==> src/rtl/lcd_pkg.sv <==
// rtl/lcd_pkg.sv - shared types and constants for the LCD stream writer
package lcd_pkg;

    // Writer sequencing states
    typedef enum logic [2:0] {
        ST_IDLE,
        ST_SYNC,
        ST_LOAD,
        ST_SETUP,
        ST_EHI,
        ST_ELO,
        ST_ADV,
        ST_DONE
    } lcd_state_t;

    // Command byte that needs the long hold after it
    localparam logic [7:0] CMD_CLEAR = 8'h3e;
    localparam logic       RS_CMD    = 1'b0;
    localparam logic       RS_DATA   = 1'b1;

    // Default bus timing in clock cycles
    localparam int DEF_T_AS  = 2;
    localparam int DEF_T_EH  = 8;
    localparam int DEF_T_EL  = 8;
    localparam int DEF_T_CLR = 1000;

    // Widths of a ROM item, the ROM length/index and the timing counter
    localparam int ITEM_W = 9;
    localparam int LEN_W  = 10;
    localparam int CNT_W  = 16;

endpackage

==> src/rtl/lcd_delay_cnt.sv <==
// rtl/lcd_delay_cnt.sv - loadable 16-bit down-counter with zero flag
module lcd_delay_cnt
    import lcd_pkg::*;
(
    input  logic             clk,
    input  logic             rst,
    input  logic             load_i,
    input  logic [CNT_W-1:0] load_val_i,
    output logic             zero_o
);

    logic [CNT_W-1:0] cnt_q;
    logic [CNT_W-1:0] cnt_d;

    // Load takes priority; otherwise count down and park at zero
    always_comb begin
        cnt_d = cnt_q;
        if (load_i) begin
            cnt_d = load_val_i;
        end else if (cnt_q != '0) begin
            cnt_d = cnt_q - 1'b1;
        end
    end

    // Counter register
    always_ff @(posedge clk or posedge rst) begin
        if (rst) begin
            cnt_q <= '0;
        end else begin
            cnt_q <= cnt_d;
        end
    end

    assign zero_o = (cnt_q == '0);

endmodule

==> src/rtl/lcd_stream_writer.sv <==
// rtl/lcd_stream_writer.sv - paces a picture ROM and writes its items onto the LCD bus
module lcd_stream_writer
    import lcd_pkg::*;
#(
    parameter int         T_AS   = DEF_T_AS,
    parameter int         T_EH   = DEF_T_EH,
    parameter int         T_EL   = DEF_T_EL,
    parameter int         T_CLR  = DEF_T_CLR,
    parameter logic [1:0] CS_VAL = 2'b11
) (
    input  logic              clk,
    input  logic              rst,
    input  logic              start_i,
    input  logic [ITEM_W-1:0] rom_d_i,
    input  logic [LEN_W-1:0]  rom_length_i,
    output logic              rom_sync_o,
    output logic              rom_en_o,
    output logic [7:0]        lcd_db_o,
    output logic              lcd_rs_o,
    output logic              lcd_rw_o,
    output logic              lcd_e_o,
    output logic [1:0]        lcd_cs_o,
    output logic              busy_o,
    output logic              done_o
);

    // Counter reload values: a state lasting N cycles is entered with N-1
    localparam logic [CNT_W-1:0] AS_LD  = CNT_W'(T_AS - 1);
    localparam logic [CNT_W-1:0] EH_LD  = CNT_W'(T_EH - 1);
    localparam logic [CNT_W-1:0] EL_LD  = CNT_W'(T_EL - 1);
    localparam logic [CNT_W-1:0] CLR_LD = CNT_W'(T_CLR - 1);

    lcd_state_t       state_q;
    logic [LEN_W-1:0] idx_q;
    logic [LEN_W-1:0] len_q;
    logic             clr_q;
    logic             rom_sync_q;
    logic             rom_en_q;
    logic [7:0]       db_q;
    logic             rs_q;
    logic             e_q;
    logic [1:0]       cs_q;
    logic             busy_q;
    logic             done_q;

    logic             cnt_load;
    logic [CNT_W-1:0] cnt_val;
    logic             cnt_zero;

    lcd_delay_cnt u_delay (
        .clk        (clk),
        .rst        (rst),
        .load_i     (cnt_load),
        .load_val_i (cnt_val),
        .zero_o     (cnt_zero)
    );

    // Reload the timer on the cycle that enters each timed state
    always_comb begin
        cnt_load = 1'b0;
        cnt_val  = '0;
        case (state_q)
            ST_LOAD: begin
                cnt_load = 1'b1;
                cnt_val  = AS_LD;
            end
            ST_SETUP: begin
                if (cnt_zero) begin
                    cnt_load = 1'b1;
                    cnt_val  = EH_LD;
                end
            end
            ST_EHI: begin
                if (cnt_zero) begin
                    cnt_load = 1'b1;
                    cnt_val  = clr_q ? CLR_LD : EL_LD;
                end
            end
            default: begin
                cnt_load = 1'b0;
            end
        endcase
    end

    // Sequencer; every output is a register set on entry to the state that owns it
    always_ff @(posedge clk or posedge rst) begin
        if (rst) begin
            state_q    <= ST_IDLE;
            idx_q      <= '0;
            len_q      <= '0;
            clr_q      <= 1'b0;
            rom_sync_q <= 1'b0;
            rom_en_q   <= 1'b1;
            db_q       <= '0;
            rs_q       <= 1'b0;
            e_q        <= 1'b0;
            cs_q       <= '0;
            busy_q     <= 1'b0;
            done_q     <= 1'b0;
        end else begin
            rom_sync_q <= 1'b0;
            rom_en_q   <= 1'b1;
            done_q     <= 1'b0;
            case (state_q)
                ST_IDLE: begin
                    if (start_i) begin
                        state_q    <= ST_SYNC;
                        rom_sync_q <= 1'b1;
                        busy_q     <= 1'b1;
                    end
                end
                ST_SYNC: begin
                    idx_q   <= '0;
                    len_q   <= rom_length_i;
                    state_q <= ST_LOAD;
                end
                ST_LOAD: begin
                    db_q    <= rom_d_i[ITEM_W-1:1];
                    rs_q    <= rom_d_i[0];
                    cs_q    <= CS_VAL;
                    clr_q   <= (rom_d_i == {CMD_CLEAR, RS_CMD});
                    state_q <= ST_SETUP;
                end
                ST_SETUP: begin
                    if (cnt_zero) begin
                        e_q     <= 1'b1;
                        state_q <= ST_EHI;
                    end
                end
                ST_EHI: begin
                    if (cnt_zero) begin
                        e_q     <= 1'b0;
                        state_q <= ST_ELO;
                    end
                end
                ST_ELO: begin
                    if (cnt_zero) begin
                        // Compare before incrementing so idx never wraps at len=1023
                        if (idx_q == len_q) begin
                            state_q <= ST_DONE;
                            done_q  <= 1'b1;
                        end else begin
                            state_q  <= ST_ADV;
                            rom_en_q <= 1'b0;
                        end
                    end
                end
                ST_ADV: begin
                    idx_q   <= idx_q + 1'b1;
                    state_q <= ST_LOAD;
                end
                ST_DONE: begin
                    cs_q    <= '0;
                    busy_q  <= 1'b0;
                    state_q <= ST_IDLE;
                end
                default: begin
                    state_q <= ST_IDLE;
                end
            endcase
        end
    end

    assign rom_sync_o = rom_sync_q;
    assign rom_en_o   = rom_en_q;
    assign lcd_db_o   = db_q;
    assign lcd_rs_o   = rs_q;
    assign lcd_rw_o   = 1'b0;
    assign lcd_e_o    = e_q;
    assign lcd_cs_o   = cs_q;
    assign busy_o     = busy_q;
    assign done_o     = done_q;

endmodule

==> config.mk <==
export PLATFORM = sky130hd
export DESIGN_NAME = lcd_stream_writer
export DESIGN_NICKNAME = d
export VERILOG_FILES = /design/src/rtl/lcd_pkg.sv /design/src/rtl/lcd_delay_cnt.sv /design/src/rtl/lcd_stream_writer.sv
export SDC_FILE = /design/constraint.sdc
export NUM_CORES = 1
export LEC_CHECK = 0
export CORE_UTILIZATION = 33
export DETAILED_ROUTE_END_ITERATION = 7
export GPL_TIMING_DRIVEN = 0
export PLACE_DENSITY = 0.65
export SYNTH_ARGS = -nofsm -noshare
export SYNTH_HDL_FRONTEND = slang
export SYNTH_SLANG_ARGS = --single-unit
==> constraint.sdc <==
create_clock -name clk -period 2.23 [get_ports clk]
set_input_delay 0.223 -clock clk [delete_from_list [all_inputs] [get_ports clk]]
set_output_delay 0.223 -clock clk [all_outputs]
set_load 0.005 [all_outputs]
==> results of run 1 <==
-- cells by family after synthesis --
kind of cell / count (synthesis)
xor+xnor: 22
flops: 55
fa+ha+maj: 3
simple gates: 132
compound gates: 40
other cells: 1
buf+inv: 18
mux: 12
-- where the power goes --
part | leakage [uW] | internal (uW) | total, uW | switching [uW]
clock network | 0.0000422 | 222 | 534 | 313
logic | 0.000775 | 735 | 1380 | 647
registers | 0.000682 | 1330 | 1610 | 276
-- area by class of cell --
| class | count | share of cell area, % |
|---|---|---|
| sequential | 55 | 40.5 |
| multi-input combinational | 210 | 37.8 |
| timing repair buffer | 44 | 12.8 |
| tap | 102 | 3.75 |
| clock buffer | 7 | 2.24 |
| buffer | 12 | 2.17 |
| inverter | 5 | 0.552 |
| clock inverter | 1 | 0.147 |
-- synth_stat cells, types with 3 or more instances --
| library cell | count | area (um^2) |
|---|---|---|
| o21ai_0 | 25 | 125 |
| buf_4 | 3 | 22.5 |
| xor2_1 | 18 | 158 |
| nor4_1 | 3 | 18.8 |
| nor3_1 | 9 | 45.0 |
| nand4_1 | 9 | 56.3 |
| mux2_2 | 11 | 124 |
| nand2_1 | 51 | 191 |
| nand3_1 | 13 | 65.1 |
| clkbuf_1 | 7 | 26.3 |
| ha_1 | 3 | 37.5 |
| a21oi_1 | 8 | 40.0 |
| dfrtp_1 | 54 | 1350 |
| inv_1 | 5 | 18.8 |
| xnor2_1 | 4 | 35.0 |
| and3_1 | 4 | 25.0 |
| nor2b_1 | 4 | 25.0 |
| nor2_1 | 21 | 78.8 |
-- sequential cells by signal (all words and copies together) (netlist names) --
name / cells
busy_o: 1
clr_q: 1
done_o: 1
idx_q: 10
lcd_cs_o: 1
lcd_db_o: 8
lcd_e_o: 1
lcd_rs_o: 1
len_q: 10
rom_en_o: 1
rom_sync_o: 1
state_q: 3
u_delay.cnt_q: 16
-- cells in the final DEF (no fill, tap or decap), drive strengths merged, types with 3 or more instances in the layout --
cell / Yosys / final
clkbuf: 8 / 15
a21oi: 8 / 8
nand3: 13 / 13
dfrtp: 54 / 54
xor2: 18 / 18
nor4: 4 / 4
nand2: 51 / 51
nor3: 9 / 9
o21ai: 27 / 27
nor2b: 4 / 4
xnor2: 4 / 4
mux2: 11 / 11
ha: 3 / 3
and3: 4 / 4
nor2: 22 / 22
clkdlybuf4s50: 0 / 37
nand4: 9 / 9
inv: 5 / 5
buf: 5 / 11
-- worst reg2reg max path, stage by stage (launching register included) --
cell and delay, ns:
dfrtp_2 0.43, inv_2 0.09, ha_1 0.17, or2b_1 0.27, or4_4 0.57, nor2_8 0.20
o21ai_1 0.11, a311oi_2 0.25
-- layer usage --
layer | global-route usage, % | vias to the layer above
met2 | 21.0 | 43
li1 | - | 1066
met3 | 2.60 | 11
met5 | 0 | -
met4 | 5.26 | 0
met1 | 18.5 | 1041
-- final timing paths --
check	from	end	slack, ns	cells after the start
setup / recovery	u_delay.cnt_q[0]	u_delay.cnt_q[2]	0.07	7
hold / removal	rst	rom_sync_o	0.27	2
setup reg to reg	u_delay.cnt_q[0]	u_delay.cnt_q[2]	0.07	7
hold reg to reg	lcd_db_o[2]	lcd_db_o[2]	0.48	2
max in group asynchronous	rst	rom_en_o	1.34	3
min in group clk	rom_d_i[0]	lcd_rs_o	0.46	3
-- per-stage QoR --
| stage | setup TNS (ns) | utilization (%) | setup WS (ns) |
|---|---|---|---|
| after global placement | -23.18 | 41.1 | -0.381 |
| after detailed placement | -2.70 | 41.4 | -0.331 |
| after floorplan | 0 | - | 0.122 |
| after global routing | 0 | 43.1 | 0.00651 |
| final | 0 | 43.1 | 0.0750 |
| after CTS | 0 | 42.8 | 0.00471 |
-- timing repair --
action | CTS | global route
pin swaps | 0 | 4
resized for setup | 4 | 6
gates cloned | 0 | 0
setup buffers | 2 | 4
endpoints found under the setup margin | 16 | 11
==> impl_metrics.py, run 1 <==
metrics = {
    "synth": {
        "synth_area_um2": 2750,
        "synth_fp_nets": 308,
        "syn_inst": 283,
        "synth-adder-area-share_pct": 1.37,
        "async_flop_share_pct": 100,
        "synth-simple-area-share_pct": 24.7,
        "synthMuxAreaShare_pct": 4.88,
        "avgSynthCellArea_um2": 9.70,
        "synth_edf_count": 0,
        "synth_seq_area_share_pct": 50.2,
        "synthXorXnorAreaFrac_pct": 7.02,
        "ys_types": 44,
        "synth_top_family_by_area": "simple AND/OR/NAND/NOR gates",
        "synth_compound_area_share_pct": 7.93,
        "yosys_register_bits": 55,
        "synthFlopType": "dfrtp_1",
        "yosys_warnings": 0,
    },
    "floorplanning": {
        "dieWidth_um": 93.2,
        "start_util_pct": 34.8,
        "fp.coreArea_um2": 7890,
        "io_pins": 39,
        "rows": 32,
        "die_area_um2": 8690,
        "die_h_um": 93.2,
    },
    "final_layout": {
        "drive_above_1_share_pct": 14.1,
        "fin_area_um2": 3400,
        "diodes": 0,
        "seq_area_um2": 1380,
        "nFillCells": 745,
        "synthToLayoutAreaGrowth_pct": 23.9,
        "instances_no_fill": 436,
        "nNetsFinal": 358,
        "multi_input_area_um2": 1290,
    },
    "clock_tree": {
        "cts.clk_slew.worst_paths_ns": 0.10,
        "holdBufCountCts": 0,
        "cts_buffer_depth": 2,
        "clock_latency_ns": 0.31,
        "htreeDepth": 2,
        "cts.sinks": 55,
        "root_buffer": "clkbuf_8",
        "cts_tree": "yes",
        "cts_buffers": 5,
    },
    "power": {
        "finalPower_uw": 3530,
        "leakage_uw": 0.00150,
        "power_density_nw_per_um2": 1040,
        "vdd_drop_max_v": 0.000514,
    },
    "place": {
        "port_buffers": 37,
        "globalplace.congestion": 0.854,
        "placed_area_um2": 3260,
        "dp_hpwl_mm": 4.00,
        "dp_cells": 423,
    },
    "timing": {
        "maxSlewHeadroom_pct": 64.4,
        "hold_violations": 0,
        "clock_skew_ns": 0.0109,
        "tightest_slew_ns": 0.530,
        "timing.hold.ws_ns": 0.270,
        "setup_viol": 0,
        "rsz0062_at_grt": "false",
        "max_freq_mhz": 464,
        "maxSlewViolCount": 0,
        "finalCriticalPeriod_ns": 2.16,
        "finalCritPeriodShare_pct": 96.6,
    },
    "global_route": {
        "antenna_found_initial": 0,
        "grt_first_pass_wirelength_mm": 9.33,
        "overflow": 0,
        "grt_pass1_vias": 2028,
        "grt_usage_pct": 13.5,
        "grt_start_max_net_pins": 32,
    },
    "status": {
        "outcome": "finished, final reports clean",
    },
    "detailed_routing": {
        "detail-route-antenna-nets": 0,
        "drtPass1Iterations": 4,
        "met3_length_um": 177,
        "drc_errors": 0,
        "dr_wl_met2_mm": 2.52,
        "wirelength_met1_mm": 2.67,
        "via_count": 2161,
        "drt-initial-drc-count": 39,
        "routed_via_density": 4.96,
        "top_layer": "met4",
        "wl_per_cell_um": 12.6,
        "drt_wl_total_mm": 5.47,
    },
    "worst_setup_path": {
        "arrival_ns": 2.38,
        "critPathCaptureType": "flip-flop",
        "max_stage_delay_ns": 0.57,
        "required_ns": 2.45,
        "path_class": "reg -> reg",
        "worstPathCellList": "inv_2 -> ha_1 -> or2b_1 -> or4_4 -> nor2_8 -> o21ai_1 -> a311oi_2",
        "crit_family": "simple AND/OR/NAND/NOR gates",
        "worstPathBufferInverterCount": 1,
        "critPathLaunchType": "flip-flop",
        "slowest_stage": "or4_4",
        "path_max_fanout": 8,
    },
    "min_path": {
        "hold_class": "in -> async",
    },
    "run": {
        "maxCapViolations": 0,
    },
}
Note: power is estimated with default switching activity, not from simulation.
==> run 2, diff against run 1 <==
--- a/config.mk
+++ b/config.mk
@@ -5,10 +5,13 @@
 export SDC_FILE = /design/constraint.sdc
 export NUM_CORES = 1
 export LEC_CHECK = 0
+export CAP_MARGIN = 10
+export CORE_MARGIN = 3
 export CORE_UTILIZATION = 33
 export DETAILED_ROUTE_END_ITERATION = 7
 export GPL_TIMING_DRIVEN = 0
 export PLACE_DENSITY = 0.65
+export SLEW_MARGIN = 20
 export SYNTH_ARGS = -nofsm -noshare
 export SYNTH_HDL_FRONTEND = slang
 export SYNTH_SLANG_ARGS = --single-unit
==> impl_metrics.py, run 2 (same netlist as run 1, synthesis figures left out) <==
metrics = {
    "place": {
        "globalplace.congestion": 0.826,
        "dp_hpwl_mm": 4.07,
        "dp_cells": 422,
        "port_buffers": 37,
    },
    "timing": {
        "maxSlewViolCount": 0,
        "clock_skew_ns": 0.00684,
        "max_freq_mhz": 468,
        "finalCritPeriodShare_pct": 95.8,
        "tightest_slew_ns": 0.656,
        "finalCriticalPeriod_ns": 2.14,
        "maxSlewHeadroom_pct": 56.2,
        "hold_violations": 0,
        "rsz0062_at_grt": "true",
        "setup_viol": 0,
    },
    "clock_tree": {
        "cts_buffer_depth": 2,
        "cts_tree": "yes",
        "cts.sinks": 55,
        "root_buffer": "clkbuf_8",
        "cts.clk_slew.worst_paths_ns": 0.10,
        "htreeDepth": 2,
        "cts_buffers": 5,
        "clock_latency_ns": 0.30,
        "holdBufCountCts": 0,
    },
    "worst_setup_path": {
        "critPathCaptureType": "flip-flop",
        "worstPathBufferInverterCount": 2,
        "worstPathCellList": "inv_2 -> ha_4 -> or2b_1 -> or4_4 -> nor2_8 -> buf_12 -> a31oi_1 -> and3_1",
        "required_ns": 2.43,
        "critPathLaunchType": "flip-flop",
        "arrival_ns": 2.34,
        "path_max_fanout": 6,
        "crit_family": "simple AND/OR/NAND/NOR gates",
        "max_stage_delay_ns": 0.57,
        "path_class": "reg -> reg",
        "slowest_stage": "or4_4",
    },
    "global_route": {
        "grt_usage_pct": 12.6,
        "grt_first_pass_wirelength_mm": 9.98,
        "overflow": 0,
        "grt_pass1_vias": 2126,
        "grt_start_max_net_pins": 56,
        "antenna_found_initial": 0,
    },
    "detailed_routing": {
        "drc_errors": 0,
        "drt-initial-drc-count": 78,
        "drtPass1Iterations": 4,
        "routed_via_density": 4.97,
        "wl_per_cell_um": 13.3,
        "via_count": 2184,
        "detail-route-antenna-nets": 0,
        "drt_wl_total_mm": 5.83,
    },
    "floorplanning": {
        "die_h_um": 97.2,
        "dieWidth_um": 97.2,
        "die_area_um2": 9450,
        "rows": 32,
        "io_pins": 39,
        "start_util_pct": 34.8,
        "fp.coreArea_um2": 7890,
    },
    "final_layout": {
        "top_register": "u_delay.cnt_q",
        "layout_common_cells": "54 x dfrtp_1, 49 x nand2_1, 37 x clkdlybuf4s50_1",
        "instances_no_fill": 439,
        "synthToLayoutAreaGrowth_pct": 26.7,
        "nNetsFinal": 361,
        "top_regs": "u_delay.cnt_q: 16 flops, idx_q: 10 flops, len_q: 10 flops",
        "diodes": 0,
        "drive_above_1_share_pct": 15.4,
        "final_common_cell": "dfrtp_1",
        "largest_register_ffs": 16,
    },
    "min_path": {
        "hold_class": "in -> async",
    },
    "power": {
        "leakage_uw": 0.00153,
        "finalPower_uw": 3740,
        "power_density_nw_per_um2": 1080,
        "vdd_drop_max_v": 0.000458,
    },
    "status": {
        "outcome": "finished, final reports clean",
    },
    "run": {
        "maxCapViolations": 0,
    },
}
-- run 2: layer usage --
metal | share of wire (%) | global-route usage [%] | vias up
li1 | - | - | 1075
met1 | 48 | 17.3 | 1071
met2 | 48 | 20.0 | 32
met4 | 1.3 | 4.54 | 0
met3 | 2.2 | 2.08 | 6
met5 | 0 | 0 | -
-- run 2: metrics by stage --
stage / setup WS (ns) / cell area, um^2 / utilization, % / TNS (ns) / hold WS [ns]
4_1_cts: 0.0124 / 3380 / 42.8 / 0 / 0.392
3_5_place_dp: -0.367 / 3250 / 41.1 / -2.93 / 0.470
6_report: 0.0932 / 3480 / 44.1 / 0 / 0.365
2_1_floorplan: 0.122 / 2750 / - / 0 / 0.328
3_3_place_gp: -0.386 / 3240 / 41.1 / -23.13 / 0.465
5_1_grt: 0.000767 / 3480 / 44.1 / 0 / 0.417
-- run 2: timing repair --
item                       in CTS  in global routing
setup endpoints to repair      16                 19
pin swaps                       1                  4
resized for setup               4                  8
cloned                          0                  0
setup buffers                   1                 10
-- run 2: path summary, 6_finish.rpt --
check,start,end,slack [ns],cells after the start
max,u_delay.cnt_q[0],state_q[0],0.09,8
min,rst,len_q[8],0.36,2
max reg2reg,u_delay.cnt_q[0],state_q[0],0.09,8
min reg2reg,lcd_db_o[7],lcd_db_o[7],0.49,2
max in group asynchronous,rst,clr_q,1.43,2
min in group clk,rom_d_i[7],lcd_db_o[6],0.47,3
-- run 2: final cells by class --
| type | count | area, um^2 |
|---|---|---|
| fillers | 745 | 4410 |
| flip-flops and latches | 55 | 1380 |
| well taps | 102 | 128 |
| clock inverters | 1 | 30.0 |
| inverters | 5 | 21.3 |
| multi-input cells | 210 | 1310 |
| clock buffers | 7 | 76.3 |
| plain buffers | 11 | 70.1 |
| repair buffers | 48 | 465 |
-- run 2: power breakdown --
group | internal [uW] | leakage (uW) | switching [uW]
clock network | 337 | 0.0000524 | 316
registers | 1330 | 0.000683 | 282
logic | 794 | 0.000793 | 683
